File: src/rtl/mc_ctrl_pkg.sv
// Shared encodings for the multi-cycle MIPS control FSM: states, opcodes,
// datapath mux selects and the instruction classes produced by the decoder.
package mc_ctrl_pkg;

  typedef enum logic [2:0] {
    S_IDLE   = 3'd0,
    S_FETCH  = 3'd1,
    S_DECODE = 3'd2,
    S_EXEC   = 3'd3,
    S_MEM    = 3'd4,
    S_WB     = 3'd5,
    S_ERR    = 3'd7
  } state_t;

  typedef enum logic [3:0] {
    R_ALU, ORI, LUI, LW, SW, BEQ, J, JAL, JR, ILL
  } iclass_t;

  localparam logic [5:0] OP_RTYPE = 6'h00;
  localparam logic [5:0] OP_J     = 6'h02;
  localparam logic [5:0] OP_JAL   = 6'h03;
  localparam logic [5:0] OP_BEQ   = 6'h04;
  localparam logic [5:0] OP_ORI   = 6'h0d;
  localparam logic [5:0] OP_LUI   = 6'h0f;
  localparam logic [5:0] OP_LW    = 6'h23;
  localparam logic [5:0] OP_SW    = 6'h2b;

  localparam logic [5:0] FN_SLL  = 6'h00;
  localparam logic [5:0] FN_JR   = 6'h08;
  localparam logic [5:0] FN_ADDU = 6'h21;
  localparam logic [5:0] FN_SUBU = 6'h23;

  localparam logic [1:0] PC_PLUS4  = 2'd0;
  localparam logic [1:0] PC_BRANCH = 2'd1;
  localparam logic [1:0] PC_JUMP   = 2'd2;
  localparam logic [1:0] PC_REG    = 2'd3;

  localparam logic [1:0] DST_RT = 2'd0;
  localparam logic [1:0] DST_RD = 2'd1;
  localparam logic [1:0] DST_RA = 2'd2;

  localparam logic [1:0] WD_ALU = 2'd0;
  localparam logic [1:0] WD_MEM = 2'd1;
  localparam logic [1:0] WD_PC4 = 2'd2;

  localparam logic [1:0] EXT_ZERO  = 2'd0;
  localparam logic [1:0] EXT_SIGN  = 2'd1;
  localparam logic [1:0] EXT_UPPER = 2'd2;

  localparam logic [2:0] ALU_ADD = 3'd0;
  localparam logic [2:0] ALU_SUB = 3'd1;
  localparam logic [2:0] ALU_OR  = 3'd2;

  // Static per-instruction controls; no_write marks the sll $0 nop.
  typedef struct packed {
    iclass_t    cls;
    logic       no_write;
    logic       alu_src;
    logic [1:0] ext_op;
    logic [2:0] alu_ctr;
    logic [1:0] reg_dst;
    logic [1:0] mem_to_reg;
  } dec_t;

endpackage

File: src/rtl/mc_ctrl_decode.sv
// Combinational opcode/funct decoder: instruction class plus the static ALU,
// extender and register-writeback selects that the FSM drives when needed.
module mc_ctrl_decode
  import mc_ctrl_pkg::*;
(
  input  logic [5:0] opcode,
  input  logic [5:0] funct,
  output dec_t       dec
);

  always_comb begin
    dec = '{cls: ILL, no_write: 1'b0, alu_src: 1'b0, ext_op: EXT_ZERO,
            alu_ctr: ALU_ADD, reg_dst: DST_RT, mem_to_reg: WD_ALU};
    case (opcode)
      OP_RTYPE: begin
        dec.reg_dst = DST_RD;
        case (funct)
          FN_ADDU: dec.cls = R_ALU;
          FN_SUBU: begin
            dec.cls     = R_ALU;
            dec.alu_ctr = ALU_SUB;
          end
          FN_SLL: begin
            dec.cls      = R_ALU;
            dec.no_write = 1'b1;
          end
          FN_JR:   dec.cls = JR;
          default: dec.cls = ILL;
        endcase
      end
      OP_ORI: begin
        dec.cls     = ORI;
        dec.alu_src = 1'b1;
        dec.alu_ctr = ALU_OR;
      end
      // lui passes the upper-extended immediate through an OR with $0
      OP_LUI: begin
        dec.cls     = LUI;
        dec.alu_src = 1'b1;
        dec.ext_op  = EXT_UPPER;
        dec.alu_ctr = ALU_OR;
      end
      OP_LW: begin
        dec.cls        = LW;
        dec.alu_src    = 1'b1;
        dec.ext_op     = EXT_SIGN;
        dec.mem_to_reg = WD_MEM;
      end
      OP_SW: begin
        dec.cls     = SW;
        dec.alu_src = 1'b1;
        dec.ext_op  = EXT_SIGN;
      end
      OP_BEQ: begin
        dec.cls     = BEQ;
        dec.ext_op  = EXT_SIGN;
        dec.alu_ctr = ALU_SUB;
      end
      OP_J: dec.cls = J;
      OP_JAL: begin
        dec.cls        = JAL;
        dec.reg_dst    = DST_RA;
        dec.mem_to_reg = WD_PC4;
      end
      default: dec.cls = ILL;
    endcase
  end

endmodule

File: src/rtl/mc_ctrl.sv
// Multi-cycle MIPS control FSM: fetch/decode/exec/mem/writeback sequencing with
// memory wait-state handshakes, a per-handshake timeout and a sticky error state.
module mc_ctrl
  import mc_ctrl_pkg::*;
#(
  parameter int TIMEOUT = 255
) (
  input  logic       clk,
  input  logic       reset,
  input  logic [5:0] opcode,
  input  logic [5:0] funct,
  input  logic       zero,
  input  logic       imem_ready,
  input  logic       dmem_ready,
  output logic       imem_req,
  output logic       dmem_req,
  output logic       dmem_we,
  output logic       ir_we,
  output logic       pc_we,
  output logic [1:0] pc_sel,
  output logic       reg_we,
  output logic [1:0] reg_dst,
  output logic [1:0] mem_to_reg,
  output logic       alu_src,
  output logic [1:0] ext_op,
  output logic [2:0] alu_ctr,
  output logic [2:0] state_o,
  output logic       instr_done,
  output logic       err
);

  localparam logic [7:0] WAIT_LIMIT = 8'(TIMEOUT - 1);

  state_t     state, state_nxt;
  logic [7:0] wait_cnt;
  logic       err_q;
  logic       waiting, wait_expired;
  dec_t       dec;

  mc_ctrl_decode u_decode (
    .opcode (opcode),
    .funct  (funct),
    .dec    (dec)
  );

  assign waiting      = (state == S_FETCH && !imem_ready) || (state == S_MEM && !dmem_ready);
  assign wait_expired = waiting && (wait_cnt == WAIT_LIMIT);

  // Every state change clears the counter, so FETCH and MEM always start at 0.
  always_ff @(posedge clk or negedge reset) begin
    if (!reset) begin
      state    <= S_IDLE;
      wait_cnt <= 8'd0;
      err_q    <= 1'b0;
    end else begin
      state <= state_nxt;
      if (state_nxt != state) wait_cnt <= 8'd0;
      else if (waiting)       wait_cnt <= wait_cnt + 8'd1;
      if (state_nxt == S_ERR) err_q <= 1'b1;
    end
  end

  always_comb begin
    state_nxt = state;
    case (state)
      S_IDLE:  state_nxt = S_FETCH;
      S_FETCH: begin
        if (imem_ready)        state_nxt = S_DECODE;
        else if (wait_expired) state_nxt = S_ERR;
      end
      S_DECODE: begin
        case (dec.cls)
          J, JAL, JR: state_nxt = S_FETCH;
          ILL:        state_nxt = S_ERR;
          default:    state_nxt = S_EXEC;
        endcase
      end
      S_EXEC: begin
        case (dec.cls)
          BEQ:     state_nxt = S_FETCH;
          LW, SW:  state_nxt = S_MEM;
          default: state_nxt = S_WB;
        endcase
      end
      S_MEM: begin
        if (dmem_ready)        state_nxt = (dec.cls == SW) ? S_FETCH : S_WB;
        else if (wait_expired) state_nxt = S_ERR;
      end
      S_WB:    state_nxt = S_FETCH;
      S_ERR:   state_nxt = S_ERR;
      default: state_nxt = S_ERR;
    endcase
  end

  always_comb begin
    imem_req   = 1'b0;
    dmem_req   = 1'b0;
    dmem_we    = 1'b0;
    ir_we      = 1'b0;
    pc_we      = 1'b0;
    pc_sel     = PC_PLUS4;
    reg_we     = 1'b0;
    reg_dst    = DST_RT;
    mem_to_reg = WD_ALU;
    alu_src    = 1'b0;
    ext_op     = EXT_ZERO;
    alu_ctr    = ALU_ADD;
    instr_done = 1'b0;
    state_o    = state;
    err        = err_q;
    if (state == S_EXEC || state == S_MEM || state == S_WB) begin
      alu_src = dec.alu_src;
      ext_op  = dec.ext_op;
      alu_ctr = dec.alu_ctr;
    end
    case (state)
      S_FETCH: begin
        imem_req = 1'b1;
        ir_we    = imem_ready;
        pc_we    = imem_ready;
      end
      S_DECODE: begin
        case (dec.cls)
          J: begin
            pc_we      = 1'b1;
            pc_sel     = PC_JUMP;
            instr_done = 1'b1;
          end
          JAL: begin
            pc_we      = 1'b1;
            pc_sel     = PC_JUMP;
            reg_we     = 1'b1;
            reg_dst    = dec.reg_dst;
            mem_to_reg = dec.mem_to_reg;
            instr_done = 1'b1;
          end
          JR: begin
            pc_we      = 1'b1;
            pc_sel     = PC_REG;
            instr_done = 1'b1;
          end
          default: ;
        endcase
      end
      S_EXEC: begin
        if (dec.cls == BEQ) begin
          pc_we      = zero;
          pc_sel     = PC_BRANCH;
          instr_done = 1'b1;
        end
      end
      S_MEM: begin
        dmem_req   = 1'b1;
        dmem_we    = (dec.cls == SW);
        instr_done = (dec.cls == SW) && dmem_ready;
      end
      S_WB: begin
        reg_we     = !dec.no_write;
        reg_dst    = dec.reg_dst;
        mem_to_reg = dec.mem_to_reg;
        instr_done = 1'b1;
      end
      default: ;
    endcase
  end

endmodule
File: config.mk
export PLATFORM = sky130hd
export DESIGN_NAME = mc_ctrl
export DESIGN_NICKNAME = d
export VERILOG_FILES = /design/src/rtl/mc_ctrl_pkg.sv /design/src/rtl/mc_ctrl_decode.sv /design/src/rtl/mc_ctrl.sv
export SDC_FILE = /design/constraint.sdc
export NUM_CORES = 1
export LEC_CHECK = 0
export CAP_MARGIN = 20
export CORE_ASPECT_RATIO = 0.8
export CORE_MARGIN = 2
export CORE_UTILIZATION = 38
export DETAILED_ROUTE_END_ITERATION = 8
export PLACE_DENSITY = 0.71
export RECOVER_POWER = 100
export SYNTH_ARGS = -nofsm -noshare
export SYNTH_HDL_FRONTEND = slang
export SYNTH_SLANG_ARGS = --single-unit
File: constraint.sdc
create_clock -name clk -period 1.65 [get_ports clk]
set_input_delay 0.165 -clock clk [delete_from_list [all_inputs] [get_ports clk]]
set_output_delay 0.165 -clock clk [all_outputs]
set_load 0.005 [all_outputs]
==> impl_summary.txt, run 1 <==
----------------------------------------------------
[Run status]
  Status ... finished, violations left
  Violations in the final reports ... negative setup slack

[Die]
  Standard-cell row count ... 18
  Overall die area ... around 3700 µm²
  Placeable core region ... between 3000 and 4000 µm²
  Effective utilization at floorplan ... ~40%
  Horizontal extent of the die ... 67.3 µm
  Y dimension of the die ... 54.6 µm
  I/O pin count ... 40

[Logic synthesis]
  Mapped cell area ... 1220 µm²
  Share of synthesized area occupied by flip-flops and latches ... 24.7%
  Number of enable flip-flop cells after synthesis ... 0
  Flops & latches, synth ... 12
  Total of warnings raised by yosys ... 0
  Cell count after synthesis ... 155
  Count of distinct cell types in the synthesized netlist ... 52
  Main synth FF type ... sky130_fd_sc_hd__dfrtp_1
  Share of synthesized registers carrying an async set or reset ... between 90% and 100%
  Synthesized Nets ... between 150 and 200
  Mean area per synthesized cell ... about 8 µm²

[Power and ir drop]
  Pwr Density ... around 310 nW/µm²
  Worst vdd ir ... 0.575 mV
  Pleak ... around 1.2 nW
  Overall power of the completed layout ... 0.816 mW

[GRT]
  Global router's overall resource usage ... 29.8%
  Via count of the first global-routing pass ... 1713
  Wire length of the first global-routing pass ... just over 8 mm
  Initial antenna violation count ... 0
  Maximum number of pins on one net before global-route repair ... 13
  Total congestion overflow ... 0

[Final layout]
  Most common library cell in the layout ignoring fill and taps ... sky130_fd_sc_hd__buf_4
  Commonest non-fill, non-tap cells in the layout ... sky130_fd_sc_hd__buf_4, sky130_fd_sc_hd__buf_6, sky130_fd_sc_hd__buf_2
  Final core occ ... approximately 85%
  Layout cell share with drive strength beyond 1 ... a little over three fifths
  Number of nets in the layout ... 290
  Final instance count without filler cells ... 310
  Antenna cell count ... 0
  Area of all placed cells without fillers ... ~2600 µm²
  Fill cell count ... 144
  Layout overhead on the synthesized area ... 113%

[CTS]
  Sink count of the clock tree ... 12
  Cts-stage hold buffer count ... 0
  Source-to-sink clock delay at the later pin of the worst-skew pair ... about 0.25 ns
  Maximum level of the CTS H-tree ... 1
  Clock-pin slew of the registers on the worst-case setup and hold paths ... 0.06 ns
  Largest buffer count on any clock path ... 2
  Cts bufs inserted ... 3
  TritonCTS clock tree ... done
  Root Driver ... sky130_fd_sc_hd__clkbuf_8

[Timing]
  Max Clk Rate ... 469 MHz
  Final Cycle Share ... 129%
  Slew of the pin with the lowest slew margin ... between 0.5 and 0.6 ns
  Final period demand of the worst path ... roughly 2.1 ns
  Final hold viol count ... 0
  Setup repair after global routing missed its margin ... true
  Number of pins with negative max-slew slack in the final report ... 0
  Rel. slew slack ... 63.2%
  Count of endpoints failing setup in the final report ... 27
  Worst Skew ... approximately 0.0043 ns
  PnR worst setup slack ... -0.481 ns

[Place]
  Half-perimeter wire length after detailed placement ... 3.33 mm
  Post-placement cell area ... around 2100 µm²
  DP Cell Count ... ~280
  RePlAce Congestion ... roughly 0.89
  Count of port buffers added during placement ... 38

[Flow run]
  Number of max-cap violations ... 0

[Drt]
  Total via count in the routed design ... 1837
  DR iter-0 viols ... between 100 and 150
  Drt total wl ... between 6 and 7 mm
  Post-detailed-route via-to-cell ratio ... 5.93
  Wire length per cell after detailed routing ... 19.9 µm
  Drt drc ... 0
  1st-pass router iterations ... 7
  Routed Antenna Nets ... 0

[Worst setup path]
  Launching element type of the critical path ... register
  Cell type of the slowest stage on the worst timing path ... sky130_fd_sc_hd__dfrtp_2
  Delay of the slowest cell on the worst path ... 0.43 ns
  Maximum net fanout on the critical path ... 7
  Capturing element type of the critical path ... register
  Required @ worst endpoint ... around 1.8 ns
  Category of the most critical setup path ... register to register
  CP Data Arrival Time ... about 2.3 ns
  Number of buffers and inverters on the critical path ... 2
  Worst path cell trace ... buf_8 -> nor4b_4 -> a31o_2 -> buf_4 -> and3_4 -> nand4_1 -> xor2_1 -> nor3_1
  Kind of cell adding the most delay to the critical path ... simple AND/OR/NAND/NOR gates

[Min path]
  Worst hold path class ... primary input to asynchronous set/reset pin

----------------------------------------------------
==> repair_timing <==
action,in CTS,in global routing
endpoints found under the setup margin,30,29
setup buffers,22,9
hold endpoints to repair,0,0
gates resized for setup,152,33
pin swaps,25,26
==> state kept, by name, summed over array words and instances, names as in the netlist <==
| register | flops |
|---|---|
| err | 1 |
| state_o | 3 |
| wait_cnt | 8 |
==> cell type report <==
type	instances	area [µm²]	share of cell area, %
timing repair buffer	120	1010	39.1
clock buffer	4	55.1	2.12
sequential	12	303	11.7
multi-input combinational	130	1150	44.4
inverter	4	17.5	0.676
tap	40	50.0	1.93
==> cell usage after synthesis, types with 3 or more instances <==
cell                       count  area share (%)
sky130_fd_sc_hd__nand2_1      17             5.2
sky130_fd_sc_hd__nor3_1       15             6.2
sky130_fd_sc_hd__dfrtp_1      12              25
sky130_fd_sc_hd__nor2_1       11             3.4
sky130_fd_sc_hd__a21oi_1       8             3.3
sky130_fd_sc_hd__buf_2         6             2.5
sky130_fd_sc_hd__xor2_1        6             4.3
sky130_fd_sc_hd__nand3_1       5             2.1
sky130_fd_sc_hd__nand3b_1      5             3.1
sky130_fd_sc_hd__nand4_1       5             2.6
sky130_fd_sc_hd__o21ai_0       5             2.1
sky130_fd_sc_hd__inv_1         4             1.2
sky130_fd_sc_hd__nor3b_1       4             2.5
sky130_fd_sc_hd__and3_1        3             1.5
==> per-layer routing <==
metal / part of all wire [%] / global-route usage [%]
met4: 3.2 / 3.74
met1: 39 / 38.2
met3: 10 / 6.79
met5: 0 / 0
met2: 47 / 53.0
==> metrics by stage <==
| step | setup TNS (ns) | worst slack [ns] | hold slack, ns |
|---|---|---|---|
| 3_3_place_gp | -20.51 | -0.943 | 0.473 |
| 2_1_floorplan | -0.718 | -0.0845 | -0.131 |
| 3_5_place_dp | -23.06 | -1.14 | 0.491 |
| 6_report | -7.37 | -0.481 | 0.342 |
| 4_1_cts | -4.99 | -0.304 | 0.293 |
| 5_1_grt | -8.88 | -0.562 | 0.391 |
==> cell families (layout without fill, tap and decap cells) <==
family | after synthesis | count (layout) | share of synthesized area [%]
AND/OR/NAND/NOR | 86 | 86 | 40.0
AO/OA/AOI/OAI | 32 | 32 | 20.4
buffers and inverters | 13 | 128 | 5.86
flip-flops | 12 | 12 | 24.7
XOR/XNOR | 8 | 8 | 5.76
adder cells (fa/ha/maj) | 2 | 2 | 2.06
other | 1 | 1 | 0.308
multiplexers | 1 | 1 | 0.926
==> report_power, final <==
part           switching (mW)  leakage (nW)  internal (mW)  total, mW
Combinational          0.0919         0.997          0.101      0.193
Sequential                  0         0.146          0.294      0.294
Clock                   0.117        0.0288          0.211      0.329
Total                   0.209          1.17          0.607      0.816
==> worst paths after layout <==
check                           start     endpoint  slack [ns]  cells past startpoint
max                        state_o[1]  wait_cnt[5]       -0.48                      8
min in group clk                  err          err        0.50                      2
min reg2reg                       err          err        0.50                      2
max reg2reg                state_o[1]  wait_cnt[5]       -0.48                      8
max in group asynchronous       reset   state_o[1]        0.91                      1
min                             reset  wait_cnt[6]        0.34                      1
==> worst reg2reg max path: cells and delay by family (launching register included) <==
family                 cells  cell delay [ns]
AND/OR/NAND/NOR            4             0.92
flip-flops                 1             0.43
buffers and inverters      2             0.33
XOR/XNOR                   1             0.18
AO/OA/AOI/OAI              1             0.17
No activity file was read; power rests on OpenSTA's default activity.
==> inputs of run 2 (changes only) <==
--- a/config.mk
+++ b/config.mk
@@ -5,10 +5,12 @@
 export SDC_FILE = /design/constraint.sdc
 export NUM_CORES = 1
 export LEC_CHECK = 0
+export ABC_CLOCK_PERIOD_IN_PS = 1650
 export CAP_MARGIN = 20
 export CORE_ASPECT_RATIO = 0.8
 export CORE_MARGIN = 2
 export CORE_UTILIZATION = 38
+export CTS_CLUSTER_DIAMETER = 40
 export DETAILED_ROUTE_END_ITERATION = 8
 export PLACE_DENSITY = 0.71
 export RECOVER_POWER = 100
==> results of run 2 <==
Final layout, timing and power as in run 1 (identical DEF).
==> inputs of run 3 (changes only) <==
--- a/config.mk
+++ b/config.mk
@@ -12,6 +12,7 @@
 export CORE_UTILIZATION = 38
 export CTS_CLUSTER_DIAMETER = 40
 export DETAILED_ROUTE_END_ITERATION = 8
+export MAX_ROUTING_LAYER = met4
 export PLACE_DENSITY = 0.71
 export RECOVER_POWER = 100
 export SYNTH_ARGS = -nofsm -noshare
==> impl_summary.txt, run 3 (same netlist as run 1, synthesis figures left out) <==
----------------------------------------------------
[Timing]
  Worst-case hold slack ... approximately 0.35 ns
  Final hold viol count ... 0
  Max Clk Rate ... approximately 470 MHz
  Final Cycle Share ... 129%
  Setup repair after global routing missed its margin ... true
  Number of pins with negative max-slew slack in the final report ... 0
  Rel. slew slack ... between 60% and 70%
  PnR worst setup slack ... -0.478 ns
  Worst Skew ... about 0.0052 ns
  Final period demand of the worst path ... approximately 2.1 ns
  Slew of the pin with the lowest slew margin ... roughly 0.56 ns
  Count of endpoints failing setup in the final report ... 27

[Final layout]
  Layout overhead on the synthesized area ... 113%
  Total area of multi-input combinational cells ... about 1200 µm²
  Number of flip-flops in the largest register ... 8
  Antenna cell count ... 0
  Register area ... between 300 and 400 µm²
  Final instance count without filler cells ... 310
  Fill cell count ... between 100 and 150
  Number of nets in the layout ... 290
  Most common library cell in the layout ignoring fill and taps ... sky130_fd_sc_hd__buf_4
  Final core occ ... a little over four fifths
  Commonest non-fill, non-tap cells in the layout ... sky130_fd_sc_hd__buf_4, sky130_fd_sc_hd__buf_6, sky130_fd_sc_hd__buf_2
  Most flop-heavy register ... wait_cnt
  Layout cell share with drive strength beyond 1 ... 63.3%

[Worst setup path]
  Worst-case register-to-register setup slack ... -0.48 ns
  Capturing element type of the critical path ... register
  Worst setup path end ... wait_cnt[5]
  Capture point of the worst reg-to-reg path ... wait_cnt[5]
  Required @ worst endpoint ... approximately 1.8 ns
  Maximum net fanout on the critical path ... 7
  Origin of the worst setup path ... state_o[1]
  Kind of cell adding the most delay to the critical path ... simple AND/OR/NAND/NOR gates
  Category of the most critical setup path ... register to register
  Number of buffers and inverters on the critical path ... 2
  R2R cell count ... 8
  Worst path cell trace ... buf_8 -> nor4b_4 -> a31o_2 -> buf_4 -> and3_4 -> nand4_1 -> xor2_1 -> nor3_1
  Launching element type of the critical path ... register
  Cell type of the slowest stage on the worst timing path ... sky130_fd_sc_hd__dfrtp_2
  Delay of the slowest cell on the worst path ... ~0.43 ns
  R2r startpoint ... state_o[1]
  CP Data Arrival Time ... about 2.3 ns
  Depth of the critical timing path with buffers and inverters included ... 8

[Power and ir drop]
  Worst vdd ir ... slightly below 0.6 mV
  Portion of total power attributed to sequential cells ... between 30% and 40%
  Int Pwr ... 0.607 mW
  Comb pwr share ... about a quarter
  Sw power ... around 0.21 mW
  Pleak ... approximately 1.2 nW
  Clock share of power ... around two fifths
  Pwr Density ... approximately 320 nW/µm²
  Switching fraction of total power ... 25.9%

[Flow run]
  Number of max-cap violations ... 0

[Die]
  Overall die area ... 3670 µm²
  Effective utilization at floorplan ... roughly 40%
  Placeable core region ... a little over 3000 µm²
  Standard-cell row count ... 18
  I/O pin count ... 40
  Y dimension of the die ... 54.6 µm
  Horizontal extent of the die ... a little under 70 µm

[CTS]
  Source-to-sink clock delay at the later pin of the worst-skew pair ... around 0.25 ns
  Maximum level of the CTS H-tree ... 1
  TritonCTS clock tree ... done
  Root Driver ... sky130_fd_sc_hd__clkbuf_8
  Sink count of the clock tree ... 12
  Cts-stage hold buffer count ... 0
  Clock-pin slew of the registers on the worst-case setup and hold paths ... about 0.060 ns
  Cts bufs inserted ... 3
  Largest buffer count on any clock path ... 2

[Place]
  DP Cell Count ... roughly 280
  Count of port buffers added during placement ... 38
  RePlAce Congestion ... slightly above 0.9
  Placement-stage worst setup slack ... -1.14 ns
  Half-perimeter wire length after detailed placement ... around 3.3 mm

[Drt]
  Post-detailed-route via-to-cell ratio ... around 5.9
  Drt drc ... 0
  Routed Antenna Nets ... 0
  1st-pass router iterations ... 4
  Wire length per cell after detailed routing ... about 20 µm
  Total via count in the routed design ... approximately 1800
  DR iter-0 viols ... 103
  Drt total wl ... between 6 and 7 mm

[GRT]
  Wire length of the first global-routing pass ... just over 8 mm
  Via count of the first global-routing pass ... roughly 1700
  Total congestion overflow ... 0
  Global router's overall resource usage ... a little over 30%
  Initial antenna violation count ... 0
  Maximum number of pins on one net before global-route repair ... 13

[Min path]
  Worst hold path class ... primary input to asynchronous set/reset pin

[Run status]
  Status ... finished, violations left
  Violations in the final reports ... negative setup slack

----------------------------------------------------
-- run 3: repair_timing --
item | in CTS | in global routing
pin swaps | 25 | 26
resized for setup | 152 | 33
buffers inserted | 22 | 9
setup endpoints to repair | 30 | 29
-- run 3: metal layers --
layer	routed length (µm)	up-vias	track usage (%)
met4	212	0	2.72
met2	2930	130	53.6
met3	672	30	5.97
met5	0	-	-
li1	-	800	-
met1	2370	875	38.5
-- run 3: layout make-up --
class | instances | area share, %
multi-input cells | 130 | 44.4
repair buffers | 120 | 39.1
flip-flops and latches | 12 | 11.7
clock buffers | 4 | 2.12
well taps | 40 | 1.93
inverters | 4 | 0.676
-- run 3: per-stage QoR --
step / power [mW] / cell area (µm²) / TNS, ns
floorplan: 0.352 / 1260 / -0.718
global placement: 0.442 / 2050 / -20.51
detailed placement: 0.447 / 2050 / -23.06
CTS: 0.790 / 2440 / -4.99
global route: 0.844 / 2590 / -8.86
finish: 0.819 / 2590 / -7.26
-- run 3: worst min path at each step --
stage | endpoint | cells past startpoint
after floorplan | err | 0
after global placement | err | 2
after detailed placement | err | 2
after CTS | wait_cnt[6] | 1
after global routing | wait_cnt[6] | 1
final | wait_cnt[6] | 1
-- run 3: power groups by stage --
stage	clock (mW)	combinational (mW)	sequential, mW
final	0.330	0.194	0.294
after detailed placement	0	0.148	0.300
after global routing	0.346	0.204	0.294
after global placement	0	0.142	0.300
after floorplan	0	0.0526	0.300
after CTS	0.327	0.168	0.295
